## src/rtl/axi_master_arbiter.sv

```systemverilog
// Shares the single network master port between MASTER_NUMBER requesters.
// Write and read channels each run an independent round-robin grant FSM.

module arb_req_buf #(
    parameter int PW = 32
) (
    input  logic          gclk,
    input  logic          grst_n,
    input  logic          start,
    input  logic          clear,
    input  logic [PW-1:0] payload,
    output logic          busy,
    output logic [PW-1:0] payload_q
);
    // A start while occupied is dropped so the in-flight request never changes.
    always_ff @(posedge gclk or negedge grst_n) begin
        if (!grst_n) begin
            busy      <= 1'b0;
            payload_q <= '0;
        end else if (clear) begin
            busy <= 1'b0;
        end else if (start && !busy) begin
            busy      <= 1'b1;
            payload_q <= payload;
        end
    end
endmodule

module arb_channel #(
    parameter int N              = 3,
    parameter int PW             = 32,
    parameter int TIMEOUT_CYCLES = 256
) (
    input  logic                 gclk,
    input  logic                 grst_n,
    input  logic [N-1:0]         busy,
    input  logic [N-1:0][PW-1:0] payload,
    input  logic                 net_cts,
    input  logic                 net_done,
    input  logic                 net_error,
    output logic                 net_start,
    output logic [PW-1:0]        net_payload,
    output logic [N-1:0]         clear,
    output logic [N-1:0]         done,
    output logic [N-1:0]         error
);
    localparam int GW      = (N > 1) ? $clog2(N) : 1;
    localparam int CNT_W   = (TIMEOUT_CYCLES > 1) ? $clog2(TIMEOUT_CYCLES) : 1;
    localparam int TO_LAST = (TIMEOUT_CYCLES > 0) ? TIMEOUT_CYCLES - 1 : 0;

    typedef enum logic [1:0] {IDLE, ISSUE, WAIT} state_t;

    state_t           state_q, state_d;
    logic [GW-1:0]    grant_q, grant_d, last_q, last_d, cand;
    logic [CNT_W-1:0] cnt_q, cnt_d;
    logic [N-1:0]     done_d, error_d;
    logic             found, timeout;

    always_ff @(posedge gclk or negedge grst_n) begin
        if (!grst_n) begin
            state_q <= IDLE;
            grant_q <= '0;
            last_q  <= GW'(N - 1);
            cnt_q   <= '0;
            done    <= '0;
            error   <= '0;
        end else begin
            state_q <= state_d;
            grant_q <= grant_d;
            last_q  <= last_d;
            cnt_q   <= cnt_d;
            done    <= done_d;
            error   <= error_d;
        end
    end

    always_comb begin
        state_d     = state_q;
        grant_d     = grant_q;
        last_d      = last_q;
        cnt_d       = cnt_q;
        net_start   = 1'b0;
        net_payload = '0;
        clear       = '0;
        done_d      = '0;
        error_d     = '0;
        found       = 1'b0;
        cand        = '0;
        timeout     = (TIMEOUT_CYCLES != 0) && (cnt_q == CNT_W'(TO_LAST));
        case (state_q)
            IDLE: begin
                // Scan starting just past the last served requester.
                for (int i = 1; i <= N; i++) begin
                    cand = GW'((int'(last_q) + i) % N);
                    if (!found && busy[cand]) begin
                        found   = 1'b1;
                        grant_d = cand;
                    end
                end
                if (found) state_d = ISSUE;
            end
            ISSUE: begin
                net_payload = payload[grant_q];
                net_start   = net_cts;
                if (net_cts) begin
                    state_d = WAIT;
                    cnt_d   = '0;
                end
            end
            WAIT: begin
                net_payload = payload[grant_q];
                cnt_d       = cnt_q + CNT_W'(1);
                // A real done wins over a coincident watchdog expiry.
                if (net_done || timeout) begin
                    clear[grant_q]   = 1'b1;
                    done_d[grant_q]  = 1'b1;
                    error_d[grant_q] = net_done ? net_error : 1'b1;
                    last_d           = grant_q;
                    state_d          = IDLE;
                end
            end
            default: state_d = IDLE;
        endcase
    end
endmodule

module axi_master_arbiter #(
    parameter int MASTER_NUMBER  = 3,
    parameter int TIMEOUT_CYCLES = 256
) (
    input  logic                            axi_ACLK,
    input  logic                            axi_ARESETN,
    input  logic [MASTER_NUMBER-1:0]        req_write_start_i,
    input  logic [MASTER_NUMBER-1:0][31:0]  req_write_address_i,
    input  logic [MASTER_NUMBER-1:0][31:0]  req_write_data_i,
    input  logic [MASTER_NUMBER-1:0][3:0]   req_write_strobe_i,
    output logic [MASTER_NUMBER-1:0]        req_write_busy_o,
    output logic [MASTER_NUMBER-1:0]        req_write_done_o,
    output logic [MASTER_NUMBER-1:0]        req_write_error_o,
    input  logic [MASTER_NUMBER-1:0]        req_read_start_i,
    input  logic [MASTER_NUMBER-1:0][31:0]  req_read_address_i,
    output logic [MASTER_NUMBER-1:0]        req_read_busy_o,
    output logic [MASTER_NUMBER-1:0]        req_read_done_o,
    output logic [MASTER_NUMBER-1:0]        req_read_error_o,
    output logic [31:0]                     req_read_data_o,
    output logic                            net_write_start_o,
    output logic [31:0]                     net_write_address_o,
    output logic [31:0]                     net_write_data_o,
    output logic [3:0]                      net_write_strobe_o,
    input  logic                            net_write_cts_i,
    input  logic                            net_write_done_i,
    input  logic                            net_write_error_i,
    output logic                            net_read_start_o,
    output logic [31:0]                     net_read_address_o,
    input  logic                            net_read_cts_i,
    input  logic                            net_read_done_i,
    input  logic                            net_read_error_i,
    input  logic [31:0]                     net_read_data_i
);
    typedef struct packed {
        logic [31:0] addr;
        logic [31:0] data;
        logic [3:0]  strb;
    } wr_req_t;

    localparam int WPW = $bits(wr_req_t);

    logic [MASTER_NUMBER-1:0][WPW-1:0] wr_pl, wr_pl_q;
    logic [MASTER_NUMBER-1:0][31:0]    rd_pl_q;
    logic [MASTER_NUMBER-1:0]          wr_clear, rd_clear;
    logic [WPW-1:0]                    net_wr_pl;
    wr_req_t                           net_wr;
    logic                              rd_take;

    generate
        for (genvar k = 0; k < MASTER_NUMBER; k++) begin : g_req
            assign wr_pl[k] = {req_write_address_i[k], req_write_data_i[k], req_write_strobe_i[k]};

            arb_req_buf #(.PW(WPW)) u_wr_buf (
                .gclk(axi_ACLK), .grst_n(axi_ARESETN),
                .start(req_write_start_i[k]), .clear(wr_clear[k]),
                .payload(wr_pl[k]), .busy(req_write_busy_o[k]), .payload_q(wr_pl_q[k])
            );

            arb_req_buf #(.PW(32)) u_rd_buf (
                .gclk(axi_ACLK), .grst_n(axi_ARESETN),
                .start(req_read_start_i[k]), .clear(rd_clear[k]),
                .payload(req_read_address_i[k]), .busy(req_read_busy_o[k]), .payload_q(rd_pl_q[k])
            );
        end
    endgenerate

    arb_channel #(.N(MASTER_NUMBER), .PW(WPW), .TIMEOUT_CYCLES(TIMEOUT_CYCLES)) u_wr_ch (
        .gclk(axi_ACLK), .grst_n(axi_ARESETN),
        .busy(req_write_busy_o), .payload(wr_pl_q),
        .net_cts(net_write_cts_i), .net_done(net_write_done_i), .net_error(net_write_error_i),
        .net_start(net_write_start_o), .net_payload(net_wr_pl),
        .clear(wr_clear), .done(req_write_done_o), .error(req_write_error_o)
    );

    arb_channel #(.N(MASTER_NUMBER), .PW(32), .TIMEOUT_CYCLES(TIMEOUT_CYCLES)) u_rd_ch (
        .gclk(axi_ACLK), .grst_n(axi_ARESETN),
        .busy(req_read_busy_o), .payload(rd_pl_q),
        .net_cts(net_read_cts_i), .net_done(net_read_done_i), .net_error(net_read_error_i),
        .net_start(net_read_start_o), .net_payload(net_read_address_o),
        .clear(rd_clear), .done(req_read_done_o), .error(req_read_error_o)
    );

    assign net_wr              = wr_req_t'(net_wr_pl);
    assign net_write_address_o = net_wr.addr;
    assign net_write_data_o    = net_wr.data;
    assign net_write_strobe_o  = net_wr.strb;

    // Clear only fires in WAIT, and a present done_i always takes priority
    // over the watchdog, so this marks network-completed reads only.
    assign rd_take = net_read_done_i && (|rd_clear);

    always_ff @(posedge axi_ACLK or negedge axi_ARESETN) begin
        if (!axi_ARESETN)  req_read_data_o <= '0;
        else if (rd_take)  req_read_data_o <= net_read_data_i;
    end
endmodule

```

## config.mk

```make
export PLATFORM = sky130hd
export DESIGN_NAME = axi_master_arbiter
export DESIGN_NICKNAME = d
export VERILOG_FILES = /design/src/rtl/axi_master_arbiter.sv
export SDC_FILE = /design/constraint.sdc
export NUM_CORES = 1
export LEC_CHECK = 0
export BUFFER_PORTS_ARGS = -buffer_cell sky130_fd_sc_hd__buf_4
export CAP_MARGIN = 10
export CORE_MARGIN = 2
export CORE_UTILIZATION = 45
export DETAILED_ROUTE_END_ITERATION = 10
export PLACE_DENSITY = 0.73
export RECOVER_POWER = 100
export SLEW_MARGIN = 20
export SYNTH_ARGS = -nofsm -noshare
export SYNTH_HDL_FRONTEND = slang
export SYNTH_SLANG_ARGS = --single-unit
```

## constraint.sdc

```tcl
create_clock -name axi_ACLK -period 2.1 [get_ports axi_ACLK]
set_input_delay 0.21 -clock axi_ACLK [delete_from_list [all_inputs] [get_ports axi_ACLK]]
set_output_delay 0.21 -clock axi_ACLK [all_outputs]
set_load 0.05 [all_outputs]
```

# Word level (Yosys, flattened, before mapping)

Index checks and enable logic that the tools add are counted.

Muxes and demuxes: 76
Shift-type cells: 0
Multipliers: 0
$add $sub $neg: 8
Bitwise logic cells: 8
$lt $le $gt $ge: 10
Div/mod/pow operators: 6
Equality and inequality tests: 12
Reductions and logical operators: 54

Operators by type and width:

| operator                                                                 | count |
|---|---|
| 32-bit by 3-bit remainder unit with 32-bit output, second input constant | 6 |
| 68-bit binary-select mux with 2-bit select                               | 1 |
| 68-bit two-way mux                                                       | 2 |
| 32-bit binary-select mux with 2-bit select                               | 1 |
| 32-bit two-way mux                                                       | 2 |
| 1-bit two-way mux                                                        | 36 |
| 8-bit one-hot mux with 2 select lines                                    | 2 |
| 2-bit by 3-bit < comparator with 1-bit output, second input constant     | 8 |
| 2-bit two-way mux                                                        | 12 |
| 3-bit two-way mux                                                        | 8 |
| 2-bit AND reduction                                                      | 12 |
| 8-bit by 1-bit adder with 8-bit output, second input constant            | 2 |
| 8-bit equality test, second input constant                               | 2 |
| 8-bit two-way mux                                                        | 2 |
| 2-bit nonzero test                                                       | 8 |
| 1-bit logical AND                                                        | 13 |
| 2-bit by 2-bit adder with 3-bit output, second input constant            | 4 |
| 1-bit binary-select mux with 2-bit select                                | 6 |
| 2-bit one-hot mux with 3 select lines                                    | 2 |
| 1-bit logical NOT                                                        | 10 |
| 2-bit by 1-bit inequality test with 1-bit output, second input constant  | 4 |
| 2-bit by 1-bit adder with 3-bit output, second input constant            | 2 |
| 3-bit AND                                                                | 2 |
| 1-bit inverter                                                           | 6 |
| 11 further kinds                                                         | 21 |

Register bits: 378
Bits in writable memories: 0
Memories: 0
Latch bits: 0
Logic and storage cells: 199
ROM bits: 0
Output and inout bits: 152

# Logic depth before layout (Yosys ltp)

Gate-level depths: netlist of the first run.

Depth in word-level cells: 16
Depth in mapped cells: 8
Depth with buffers taken out: 7

# Hierarchy

A second synthesis of the first run with hierarchy kept.

Cells, all modules: 1,417
Area total of the unflattened synthesis: 17,753.3 um^2

By module, submodules not included:

| module                               | instances | cells an instance | area each (um^2) |
|---|---|---|---|
| arb_req_buf at g_req[0].u_wr_buf ... | 3         | 147               | 2,562.5 |
| arb_req_buf at g_req[0].u_rd_buf ... | 3         | 71                | 1,246.2 |
| arb_channel at u_wr_ch               | 1         | 429               | 3,041.7 |
| arb_channel at u_rd_ch               | 1         | 266               | 2,069.5 |
| axi_master_arbiter                   | 1         | 68                | 1,216.2 |

# Worst setup path after synthesis of the first run

OpenSTA, ideal clock, no wires.

Path kind: reg-to-reg
From: reg u_wr_ch.cnt_q[0]
To: reg g_req[2].u_wr_buf.payload_q[47]
Setup slack: -0.039 ns
Period minus slack after synthesis: 2.139 ns
Library setup time: 0.127 ns
Arrival time: 2.012 ns
Cell stages (with the launch flop): 9
Buffers on the path: 2
Cell sequence: dfrtp_1 ha_1 and3_1 a21oi_4 nor3_4 nor3b_4 buf_4 buf_6 mux2_1

Word-level cells in the longest chain between the ends: 6

Ends and longest elaborated chain:

| element                       | RTL line | RTL |
|---|---|---|
| from (decl)                   | 55       | `logic [CNT_W-1:0] cnt_q, cnt_d;` |
| from (signal assigned)        | 71       | `cnt_q <= cnt_d;` |
| 8-bit equality test           | 89       | `timeout = (TIMEOUT_CYCLES != 0) && (cnt_q == CNT_W'(TO_LAST));` |
| 1-bit logical OR              | 114      | `if (net_done \|\| timeout) begin` |
| 3-bit two-way mux             | 114      |  |
| 3-bit two-way mux             | 90       | `case (state_q)` |
| net g_req[2].u_wr_buf.clear   | 10       | `input logic clear,` |
| 1-bit inverter (no line)      | --       |  |
| 2-bit AND reduction (no line) | --       |  |
| to (signal assigned)          | 24       | `payload_q <= payload;` |
| to (decl)                     | 13       | `output logic [PW-1:0] payload_q` |

The timed path passes the listed nets, and every way through them passes these cells.
A chain may end at the register's enable or synchronous reset.

# Worst setup path in the final report of the first run

From: reg u_wr_ch.grant_q[1]
To: out net_write_data_o[31]

Word-level cells in the longest chain between the ends: 3

Ends and longest elaborated chain:

| element                                    | RTL line | RTL |
|---|---|---|
| from (decl)                                | 54       | `logic [GW-1:0] grant_q, grant_d, last_q, last_d, cand;` |
| from (signal assigned)                     | 69       | `grant_q <= grant_d;` |
| 68-bit binary-select mux with 2-bit select | 103, 111 |  |
| 68-bit two-way mux (not written as such)   | 103, 111 |  |
| 68-bit two-way mux                         | --       |  |
| to (decl)                                  | 148      | `output logic [31:0] net_write_data_o,` |

Every way passes these cells. The select of a mux whose other input is x is not followed.

==> out/qor.csv, run 1 <==
metric;value;unit
Die W;202;µm
chip height;202;µm
WL met3;6.79;mm
Avg Vias per Cell;5.77;
vias in the first global route;18000;
RSZ-0062 raised after global routing;true;
post-route cell area;30700;µm²
final net count;2721;
Root Buffer;clkbuf_16;
worst setup margin;-0.345;ns
total CTS buffers;41;
clk slew on worst S/H paths;0.06;ns
Slew @ Worst Pin;1.87;ns
flops & latches, synth;378;
Iter 0 DRT Violations;1164;
# clock sinks;378;
Final setup viols;400;
final worst-path cycle share;1.16;
outcome;complete, but fails checks;
Power Density;1630;nW/µm²
Rel. slew slack;-0.243;
Antenna Nets Post-Route;0;
Core ar.;38600;µm²
Post-synth EDFFs;0;
post-synth design cell area;17600;µm²
clk_lat worst skew;0.58;ns
Hold/Removal Path Class;input pin to register;
# rows;72;
RePlAce Congestion;0.910;
Final Hold Fails;0;
register area share after synthesis;0.537;
Setup CP Type;register to output pin;
layout cell share with drive strength beyond 1;0.509;
total track usage;0.340;
worst clock skew;0.0294;ns
IO buf count;497;
area leader, netlist;dfrtp_1;
largest net degree at the start of global routing;63;
TritonCTS clock tree;yes;
Period minus WS final;2.44;ns
Req. time, crit path;1.89;ns
Ys Warns;0;
CP Max Fanout;6;
Mapped Nets;1771;
arrival time worst endpoint;2.23;ns
Setup crit end kind;output pin;
Syn Area/Cell;12.5;µm²
commonest non-fill, non-tap cell in the layout;buf_4;
CP startpoint kind;register;
Worst VDD drop;1.35;mV
Ports;498;
Vias;16800;
max-cap check violation count;1;
total wire length;79.7;mm
FMAX;0.409;GHz
Mapped Cells;1409;
highest routed layer;met5;
Final Slew Violations;56;
Leak;14.3;nW
Synth area leaders;dfrtp_1, mux2_2, mux2i_1;
initial antenna violation count;6;
P&R area growth vs syn;74.6;%
Placed Area;22400;µm²
Initial Util;0.455;
DR WL/cell;27.4;µm
DR pass1 iterations;5;
WL met2;39.0;mm
Yosys top cell area share;0.535;
H-tree lvl count;2;
Total Power;0.0501;W
first-pass GRT wire length;106;mm
Distinct cells, synth;48;
GR Overflow Total;0;
HPWL Detailed;35.9;mm
violated checks;max-capacitance violations, max-slew violations, negative setup slack;
ys async rst share;1.00;
die footprint;40700;µm²
Bufs on Longest Clock Path;3;
drc violations;0;
commonest cells after routing, fill and taps aside;buf_4, dfrtp_1, dlygate4sd3_1, mux2_2, mux2_4;
Top FF cell, synth;dfrtp_1;
metal1 wirelength;27.4;mm
synthesized netlist by cell type, types with 6 or more instances:
cell,n
dfrtp_1,376
mux2_2,302
nand2_1,116
o21ai_0,113
mux2i_1,109
and2_1,103
clkbuf_1,41
mux2_1,40
nor2_1,35
buf_2,25
inv_1,17
ha_1,16
nor2b_1,12
buf_4,10
a21oi_1,9
buf_6,8
nand3_1,8
nor3_1,7
nand2b_1,6
power by group:
group	switching, W	internal (W)
sequential	0.00292	0.0106
clock	0.00319	0.00449
combinational	0.0155	0.0134
total	0.0216	0.0286
repair_timing:
| item | in CTS | in global routing |
|---|---|---|
| endpoints found under the setup margin | 228 | 336 |
| hold buffers | 342 | 0 |
| cloned | 31 | 17 |
| endpoints found under the hold margin | 391 | 0 |
| pin swaps | 84 | 78 |
| buffers inserted | 39 | 22 |
| gates resized for setup | 334 | 390 |
routing by layer:
| metal | global-route usage | vias up |
|---|---|---|
| met4 | 0.199 | 2 |
| met3 | 0.0732 | 420 |
| li1 | - | 6827 |
| met1 | 0.391 | 8394 |
| met2 | 0.587 | 1173 |
| met5 | 0 | - |
final cells by class:
| type | count | area, µm² |
|---|---|---|
| Antenna cell | 6 | 15.0 |
| Timing Repair Buffer | 993 | 10100 |
| Multi-Input combinational cell | 928 | 9080 |
| Inverter | 17 | 63.8 |
| Sequential cell | 378 | 9470 |
| Clock buffer | 62 | 1170 |
| Tap cell | 518 | 648 |
| Clock inverter | 10 | 201 |
| Fill cell | 1851 | 7910 |
cell families (layout without fill, tap and decap cells):
family                   after synthesis  after routing  synth area share
multiplexers                         451            451             0.281
flip-flops                           378            378             0.537
AND/OR/NAND/NOR                      303            303            0.0880
AO/OA/AOI/OAI                        153            153            0.0506
buffers and inverters                103           1082            0.0293
adder cells (fa/ha/maj)               16             16            0.0114
XOR/XNOR                               5              5           0.00249
other                                  0              6                 0
sequential cells by signal, indices dropped and copies added, names as in the netlist, 3 cells and up:
name and cells:
g_req.u_rd_buf.payload_q 96, u_wr_ch.done 3, req_read_data_o 32, u_rd_ch.cnt_q 8, u_wr_ch.error 3, u_wr_ch.cnt_q 8, u_rd_ch.error 3, u_rd_ch.done 3
g_req.u_rd_buf.busy 3, g_req.u_wr_buf.payload_q 204, g_req.u_wr_buf.busy 3
metrics by stage:
step | utilization | hold slack, ns | cells | worst slack, ns | TNS, ns
2_1_floorplan | - | -0.0856 | 1409 | 0.00847 | 0
3_3_place_gp | 0.580 | 0.206 | 2407 | -0.0618 | -2.25
3_5_place_dp | 0.580 | 0.210 | 2407 | -0.0731 | -2.81
4_1_cts | 0.762 | 0.0302 | 2889 | -0.283 | -36.16
5_1_grt | 0.795 | 0.0868 | 2911 | -0.418 | -100.69
6_report | 0.795 | 0.0887 | 2912 | -0.345 | -71.07
path summary, 6_finish.rpt:
| check | from | end | slack, ns | depth (start not counted) |
|---|---|---|---|---|
| setup / recovery | u_wr_ch.grant_q[1] | net_write_data_o[31] | -0.34 | 7 |
| hold / removal | net_write_cts_i | u_wr_ch.cnt_q[1] | 0.09 | 3 |
| setup reg to reg | u_rd_ch.cnt_q[0] | g_req[1].u_rd_buf.payload_q[4] | -0.32 | 7 |
| hold reg to reg | g_req[0].u_wr_buf.payload_q[61] | g_req[0].u_wr_buf.payload_q[61] | 0.49 | 1 |
| max in group asynchronous | axi_ARESETN | g_req[0].u_wr_buf.payload_q[41] | 0.08 | 3 |
| min in group asynchronous | axi_ARESETN | g_req[1].u_wr_buf.payload_q[60] | 0.70 | 2 |
worst max-delay path, stage by stage (launching register included):
cell and delay [ns]:
dfrtp_4 0.52, nor2b_4 0.18, buf_6 0.19, buf_16 0.16, nand2_1 0.08, o21ai_0 0.12
and2_1 0.20, buf_4 0.21
Power figures use the tool's default switching activity.
==> run 2, diff against run 1 <==
--- a/config.mk
+++ b/config.mk
@@ -8,9 +8,8 @@
 export BUFFER_PORTS_ARGS = -buffer_cell sky130_fd_sc_hd__buf_4
 export CAP_MARGIN = 10
 export CORE_MARGIN = 2
-export CORE_UTILIZATION = 45
+export CORE_UTILIZATION = 30
 export DETAILED_ROUTE_END_ITERATION = 10
-export PLACE_DENSITY = 0.73
 export RECOVER_POWER = 100
 export SLEW_MARGIN = 20
 export SYNTH_ARGS = -nofsm -noshare
==> run 2 against run 1 <==
Effect of this change: the flow still finishes with violations (max-capacitance violations, max-slew violations, negative setup slack); via count down 8.9%; fmax up 2.8%; critical endpoint is now net_write_data_o[29]; first-iteration DRC count down 54%.
==> out/qor.csv, run 2 (same netlist as run 1, synthesis figures left out) <==
metric;value;unit;change
Leak;14.3;nW;about the same
Period minus WS final;2.38;ns;was 2.44 ns
RePlAce Congestion;0.881;;was 0.910
RSZ-0062 raised after global routing;true;;unchanged
Final Hold Fails;0;;unchanged
endpoint of the worst hold path;u_rd_ch.error[1];;was u_wr_ch.cnt_q[1]
Initial Util;0.305;;was 0.455
HPWL Detailed;39.5;mm;was 35.9 mm
chip height;246;µm;was 202 µm
Bufs on Longest Clock Path;3;;unchanged
total wire length;66.9;mm;was 79.7 mm
Crit-path slowest cell;dfrtp_4;;unchanged
Reg with most FFs;g_req.u_wr_buf.payload_q;;unchanged
commonest non-fill, non-tap cell in the layout;buf_4;;unchanged
Avg Vias per Cell;4.82;;was 5.77
CP Max Fanout;35;;was 6
violated checks;max-capacitance violations, max-slew violations, negative setup slack;;unchanged
Req. time, crit path;1.89;ns;about the same
layout cell share with drive strength beyond 1;0.493;;was 0.509
CP peak stage delay;0.51;ns;was 0.52 ns
IO buf count;497;;unchanged
H-tree lvl count;2;;unchanged
max-cap check violation count;1;;unchanged
FMAX;0.420;GHz;was 0.409 GHz
GR Overflow Total;0;;unchanged
arrival time worst endpoint;2.17;ns;was 2.23 ns
Iter 0 DRT Violations;536;;was 1164
count of buffer and inverter cells on the critical path;2;;was 3
CP delay by family, top;flip-flops;;was buffers and inverters
post-route cell area;30900;µm²;was 30700 µm²
Placed Area;22900;µm²;was 22400 µm²
Flop pwr share;0.272;;was 0.271
final worst-path cycle share;1.13;;was 1.16
worst clock skew;0.0307;ns;was 0.0294 ns
hold depth;3;;unchanged
final net count;2743;;was 2721
R2R setup slack;-0.24;ns;was -0.32 ns
P&R area growth vs syn;75.4;%;was 74.6%
Slew @ Worst Pin;1.98;ns;was 1.87 ns
total track usage;0.205;;was 0.340
clock share of power;0.167;;was 0.153
drc violations;0;;unchanged
clk slew on worst S/H paths;0.06;ns;about the same
Antenna Nets Post-Route;0;;unchanged
DR WL/cell;21.1;µm;was 27.4 µm
commonest cells after routing, fill and taps aside;buf_4, dfrtp_1, dlygate4sd3_1, mux2_2, mux2_4;;unchanged
Ports;498;;unchanged
Final Slew Violations;58;;was 56
Die W;246;µm;was 202 µm
Int Pwr;0.0284;W;was 0.0286 W
Root Buffer;clkbuf_16;;unchanged
Power Density;1550;nW/µm²;was 1630 nW/µm²
Net Sw Frac;0.407;;was 0.430
Hold/Removal Path Class;input pin to register;;unchanged
# clock sinks;378;;unchanged
CP startpoint kind;register;;unchanged
vias in the first global route;16700;;was 18000
# rows;88;;was 72
max reg flops;204;;unchanged
Rel. slew slack;-0.320;;was -0.243
worst setup margin;-0.279;ns;was -0.345 ns
die footprint;60600;µm²;was 40700 µm²
FF-to-FF Start;u_wr_ch.cnt_q[1];;was u_rd_ch.cnt_q[0]
crit-path cells;buf_16 > mux2i_1 > o21ai_0 > and2_1 > buf_6;;was nor2b_4 > buf_6 > buf_16 > nand2_1 > o21ai_0 > and2_1 > buf_4
DR pass1 iterations;5;;unchanged
net switching power;0.0194;W;was 0.0216 W
outcome;complete, but fails checks;;unchanged
initial antenna violation count;8;;was 6
Final setup viols;335;;was 400
Comb power frac;0.561;;was 0.576
Hold Startpoint;net_read_done_i;;was net_write_cts_i
Post-Route Utilization;0.534;;was 0.795
Reg2Reg Capture Point;g_req[2].u_wr_buf.payload_q[64];;was g_req[1].u_rd_buf.payload_q[4]
Setup crit end kind;output pin;;unchanged
Vias;15300;;was 16800
final hold slack;0.0604;ns;was 0.0887 ns
worst reg-to-reg path cell count;10;;was 7
largest net degree at the start of global routing;60;;was 63
total CTS buffers;45;;was 41
first-pass GRT wire length;96.1;mm;was 106 mm
Worst VDD drop;1.15;mV;was 1.35 mV
clk_lat worst skew;0.57;ns;was 0.58 ns
Core ar.;57800;µm²;was 38600 µm²
biggest regs;g_req.u_wr_buf.payload_q (204), g_req.u_rd_buf.payload_q (96), req_read_data_o (32);;unchanged
Setup CP Type;register to output pin;;unchanged
total negative slack;-51.84;ns;was -71.07 ns
TritonCTS clock tree;yes;;unchanged
==> run 2: area by class of cell <==
type | instances | area [µm²]
diodes | 1 | 2.50
clock buffers | 65 | 1290
clock inverters | 15 | 194
fillers | 4668 | 26900
inverters | 17 | 63.8
multi-input cells | 928 | 8840
flip-flops and latches | 378 | 9470
well taps | 765 | 957
repair buffers | 1011 | 10100
==> run 2: timing repair <==
action | CTS | global route
pin swaps | 62 | 57
endpoints found under the setup margin | 264 | 341
endpoints found under the hold margin | 387 | 0
hold buffers | 341 | 0
setup buffers | 41 | 32
gates resized for setup | 310 | 357
cloned | 23 | 12
==> run 2: worst reg2reg max path: cells and delay by family (launching register included) <==
| kind | cells | cell delay [ns] |
|---|---|---|
| and+or+nand+nor | 3 | 0.54 |
| buffers and inverters | 4 | 0.63 |
| adders and majority gates | 1 | 0.21 |
| muxes | 1 | 0.29 |
| AOI/OAI and AO/OA | 1 | 0.18 |
| DFF | 1 | 0.38 |
==> run 2: worst max-delay path by stage <==
| stage | cells after the start | startpoint | slack (ns) | endpoint |
|---|---|---|---|---|
| after floorplan | 8 | u_wr_ch.cnt_q[0] | 0.008 | g_req[0].u_wr_buf.payload_q[47] |
| after global placement | 8 | u_wr_ch.cnt_q[0] | -0.03 | g_req[0].u_wr_buf.payload_q[1] |
| after detailed placement | 8 | u_wr_ch.cnt_q[0] | -0.05 | g_req[2].u_wr_buf.payload_q[56] |
| after CTS | 5 | u_wr_ch.grant_q[1] | -0.29 | net_write_address_o[4] |
| after global routing | 7 | u_wr_ch.grant_q[1] | -0.40 | net_write_data_o[15] |
| final | 5 | u_wr_ch.grant_q[1] | -0.28 | net_write_data_o[29] |
==> run 2: stage by stage <==
| step | setup slack (ns) | cells | total power [W] |
|---|---|---|---|
| floorplan | 0.00847 | 1409 | 0.0256 |
| global placement | -0.0258 | 2669 | 0.0319 |
| detailed placement | -0.0514 | 2669 | 0.0324 |
| CTS | -0.291 | 3154 | 0.0453 |
| global route | -0.403 | 3180 | 0.0500 |
| finish | -0.279 | 3180 | 0.0478 |
==> run 2: power groups by stage <==
stage	clock network, W	registers, W	logic [W]
floorplan	0	0.0131	0.0125
global placement	0	0.0126	0.0194
detailed placement	0	0.0127	0.0197
CTS	0.00819	0.0127	0.0244
global route	0.00850	0.0134	0.0281
finish	0.00798	0.0130	0.0268
==> run 2: routing by layer <==
metal | routed length (µm) | GRT usage
met3 | 4410 | 0.0492
met1 | 27200 | 0.246
met4 | 2200 | 0.0717
met5 | 80 | 0
met2 | 33100 | 0.356
==> run 3, diff against run 2 <==
==> constraint.sdc (replaced) <==
create_clock -name axi_ACLK -period 2.49 [get_ports axi_ACLK]
set_input_delay 0.249 -clock axi_ACLK [delete_from_list [all_inputs] [get_ports axi_ACLK]]
set_output_delay 0.249 -clock axi_ACLK [all_outputs]
set_load 0.05 [all_outputs]
==> run 3 against run 2 <==
Effect of this change: the run still ends with max-capacitance violations, max-slew violations, negative setup slack left; sequential power is 18% lower; sequential share of layout area increased by 3.4 points; non-clock buffer count is 101 lower; largest power group unchanged; via count is 4.9% lower; utilization decreased by 5.3 points; highest routed layer unchanged.
==> out/qor.csv, run 3 (same netlist as run 1, synthesis figures left out) <==
metric;value;unit;change
max-cap check violation count;1;;unchanged
Total Power;0.0351;W;was 0.0478 W
HPWL Detailed;38.2;mm;was 39.5 mm
Final Slew Violations;50;;was 58
total CTS buffers;44;;was 45
Cells after DPL;2635;;was 2669
grt peak-use layer;met2;;unchanged
Root Buffer;clkbuf_16;;unchanged
Reg with most FFs;g_req.u_wr_buf.payload_q;;unchanged
vias in the first global route;15700;;was 16700
arrival time worst endpoint;2.24;ns;was 2.17 ns
M3 GR Usage;0.0465;;was 0.0492
biggest regs;g_req.u_wr_buf.payload_q (204), g_req.u_rd_buf.payload_q (96), req_read_data_o (32);;unchanged
TritonCTS clock tree;yes;;unchanged
total track usage;0.184;;was 0.205
layout cell share with drive strength beyond 1;0.402;;was 0.493
Power Density;1260;nW/µm²;was 1550 nW/µm²
Worst VDD drop;0.914;mV;was 1.15 mV
clk_lat worst skew;0.56;ns;was 0.57 ns
drc violations;0;;unchanged
H-tree lvl count;2;;unchanged
Initial Util;0.305;;unchanged
final worst-path cycle share;1.00;;
outcome;complete, but fails checks;;unchanged
chip height;246;µm;unchanged
Non-Filler Instances;3086;;was 3180
die footprint;60600;µm²;unchanged
M1 GR Usage;0.224;;was 0.246
# clock sinks;378;;unchanged
DR pass1 iterations;4;;was 5
RePlAce Congestion;0.818;;was 0.881
Ports;498;;unchanged
max reg flops;204;;unchanged
post-route cell area;27800;µm²;was 30900 µm²
violated checks;max-capacitance violations, max-slew violations, negative setup slack;;unchanged
Period minus WS final;2.49;ns;
Core ar.;57800;µm²;unchanged
Avg Vias per Cell;4.72;;was 4.82
Setup CP Type;register to output pin;;unchanged
commonest cells after routing, fill and taps aside;buf_4, dfrtp_1, dlygate4sd3_1, mux2_2, mux2i_1;;was buf_4, dfrtp_1, dlygate4sd3_1, mux2_2, mux2_4
Placed Area;22500;µm²;was 22900 µm²
GR Overflow Total;0;;unchanged
IO buf count;497;;unchanged
total wire length;59.0;mm;was 66.9 mm
Antenna Nets Post-Route;0;;unchanged
# rows;88;;unchanged
FMAX;0.401;GHz;
Slew @ Worst Pin;1.65;ns;was 1.98 ns
Final setup viols;1;;was 335
Leak;12.7;nW;was 14.3 nW
Rel. slew slack;-0.0969;;was -0.320
final net count;2641;;was 2743
largest net degree at the start of global routing;69;;was 60
worst setup margin;-0.00137;ns;was -0.279 ns
Die W;246;µm;unchanged
Iter 0 DRT Violations;576;;was 536
Final Hold Fails;0;;unchanged
CP startpoint kind;register;;unchanged
Vias;14600;;was 15300
CP Max Fanout;8;;was 35
commonest non-fill, non-tap cell in the layout;buf_4;;unchanged
clk slew on worst S/H paths;0.05;ns;was 0.06 ns
DR WL/cell;19.1;µm;was 21.1 µm
Hold/Removal Path Class;input pin to register;;unchanged
Post-Route Utilization;0.481;;was 0.534
P&R area growth vs syn;58.0;%;was 75.4%
Req. time, crit path;2.24;ns;was 1.89 ns
Setup crit end kind;output pin;;unchanged
first-pass GRT wire length;87.5;mm;was 96.1 mm
RSZ-0062 raised after global routing;true;;unchanged
worst clock skew;0.0151;ns;was 0.0307 ns
initial antenna violation count;15;;was 8
Bufs on Longest Clock Path;3;;unchanged
GR Layer Usage met2;0.318;;was 0.356
-- run 3: cell count changes in the layout (fill, tap and decap cells not counted), sizes merged --
cell and change:
buf -108, clkbuf +12, diode +7, bufbuf -2
clkinv -2, bufinv -1, clkinvlp +1, inv -1
-- run 3: where the power goes --
| part | internal (W) | leakage (nW) | total (W) | switching [W] |
|---|---|---|---|---|
| clock | 0.00396 | 0.723 | 0.00658 | 0.00262 |
| sequential | 0.00896 | 4.65 | 0.0106 | 0.00163 |
| combinational | 0.00765 | 7.37 | 0.0179 | 0.0103 |
| total | 0.0206 | 12.7 | 0.0351 | 0.0145 |
-- run 3: path summary, 6_finish.rpt --
check	slack (ns)	endpoint	start	cells after the start
worst max-delay path	-0.001	net_write_data_o[3]	u_wr_ch.grant_q[1]	8
worst min-delay path	0.08	u_rd_ch.cnt_q[0]	net_read_cts_i	3
worst max register to register	0.07	g_req[1].u_wr_buf.payload_q[20]	u_wr_ch.cnt_q[0]	6
worst min register to register	0.48	g_req[0].u_wr_buf.payload_q[47]	g_req[0].u_wr_buf.payload_q[47]	1
max in group asynchronous	0.35	g_req[1].u_wr_buf.payload_q[41]	axi_ARESETN	4
min in group asynchronous	0.66	g_req[1].u_rd_buf.payload_q[20]	axi_ARESETN	2
-- run 3: routing by layer --
layer,wire (µm),vias to the layer above
met5,114,-
met1,24100,7247
met2,29300,515
met3,3790,127
li1,-,6665
met4,1700,16
-- run 3: metrics by stage --
step	setup TNS, ns	worst slack, ns	hold slack, ns
global route	-1.47	-0.0869	0.0940
global placement	0	0.119	0.225
detailed placement	0	0.0963	0.228
CTS	0	0.000811	0.0334
floorplan	0	0.351	-0.0466
finish	-0.00137	-0.00137	0.0830
-- run 3: cell type report --
cell class,instances,area (µm²)
fill,5073,30000
sequential,378,9470
timing repair buffer,910,8120
multi-input combinational,928,7720
clock buffer,68,1320
tap,765,957
clock inverter,12,149
inverter,17,63.8
antenna,8,20.0
-- run 3: what timing repair did --
action | CTS | global route
hold buffers | 341 | 0
endpoints found under the hold margin | 394 | 0
gates resized for setup | 38 | 98
pin swaps | 2 | 19
cloned | 2 | 10
buffers inserted | 4 | 6
setup endpoints to repair | 34 | 138
-- run 3: worst max-delay path, stage by stage (launching register included) --
cell and delay [ns]:
dfrtp_4 0.52, buf_6 0.14, nor2b_4 0.13, buf_12 0.18
clkbuf_16 0.19, nand2_1 0.06, o21ai_0 0.08, and2_1 0.20
buf_6 0.17
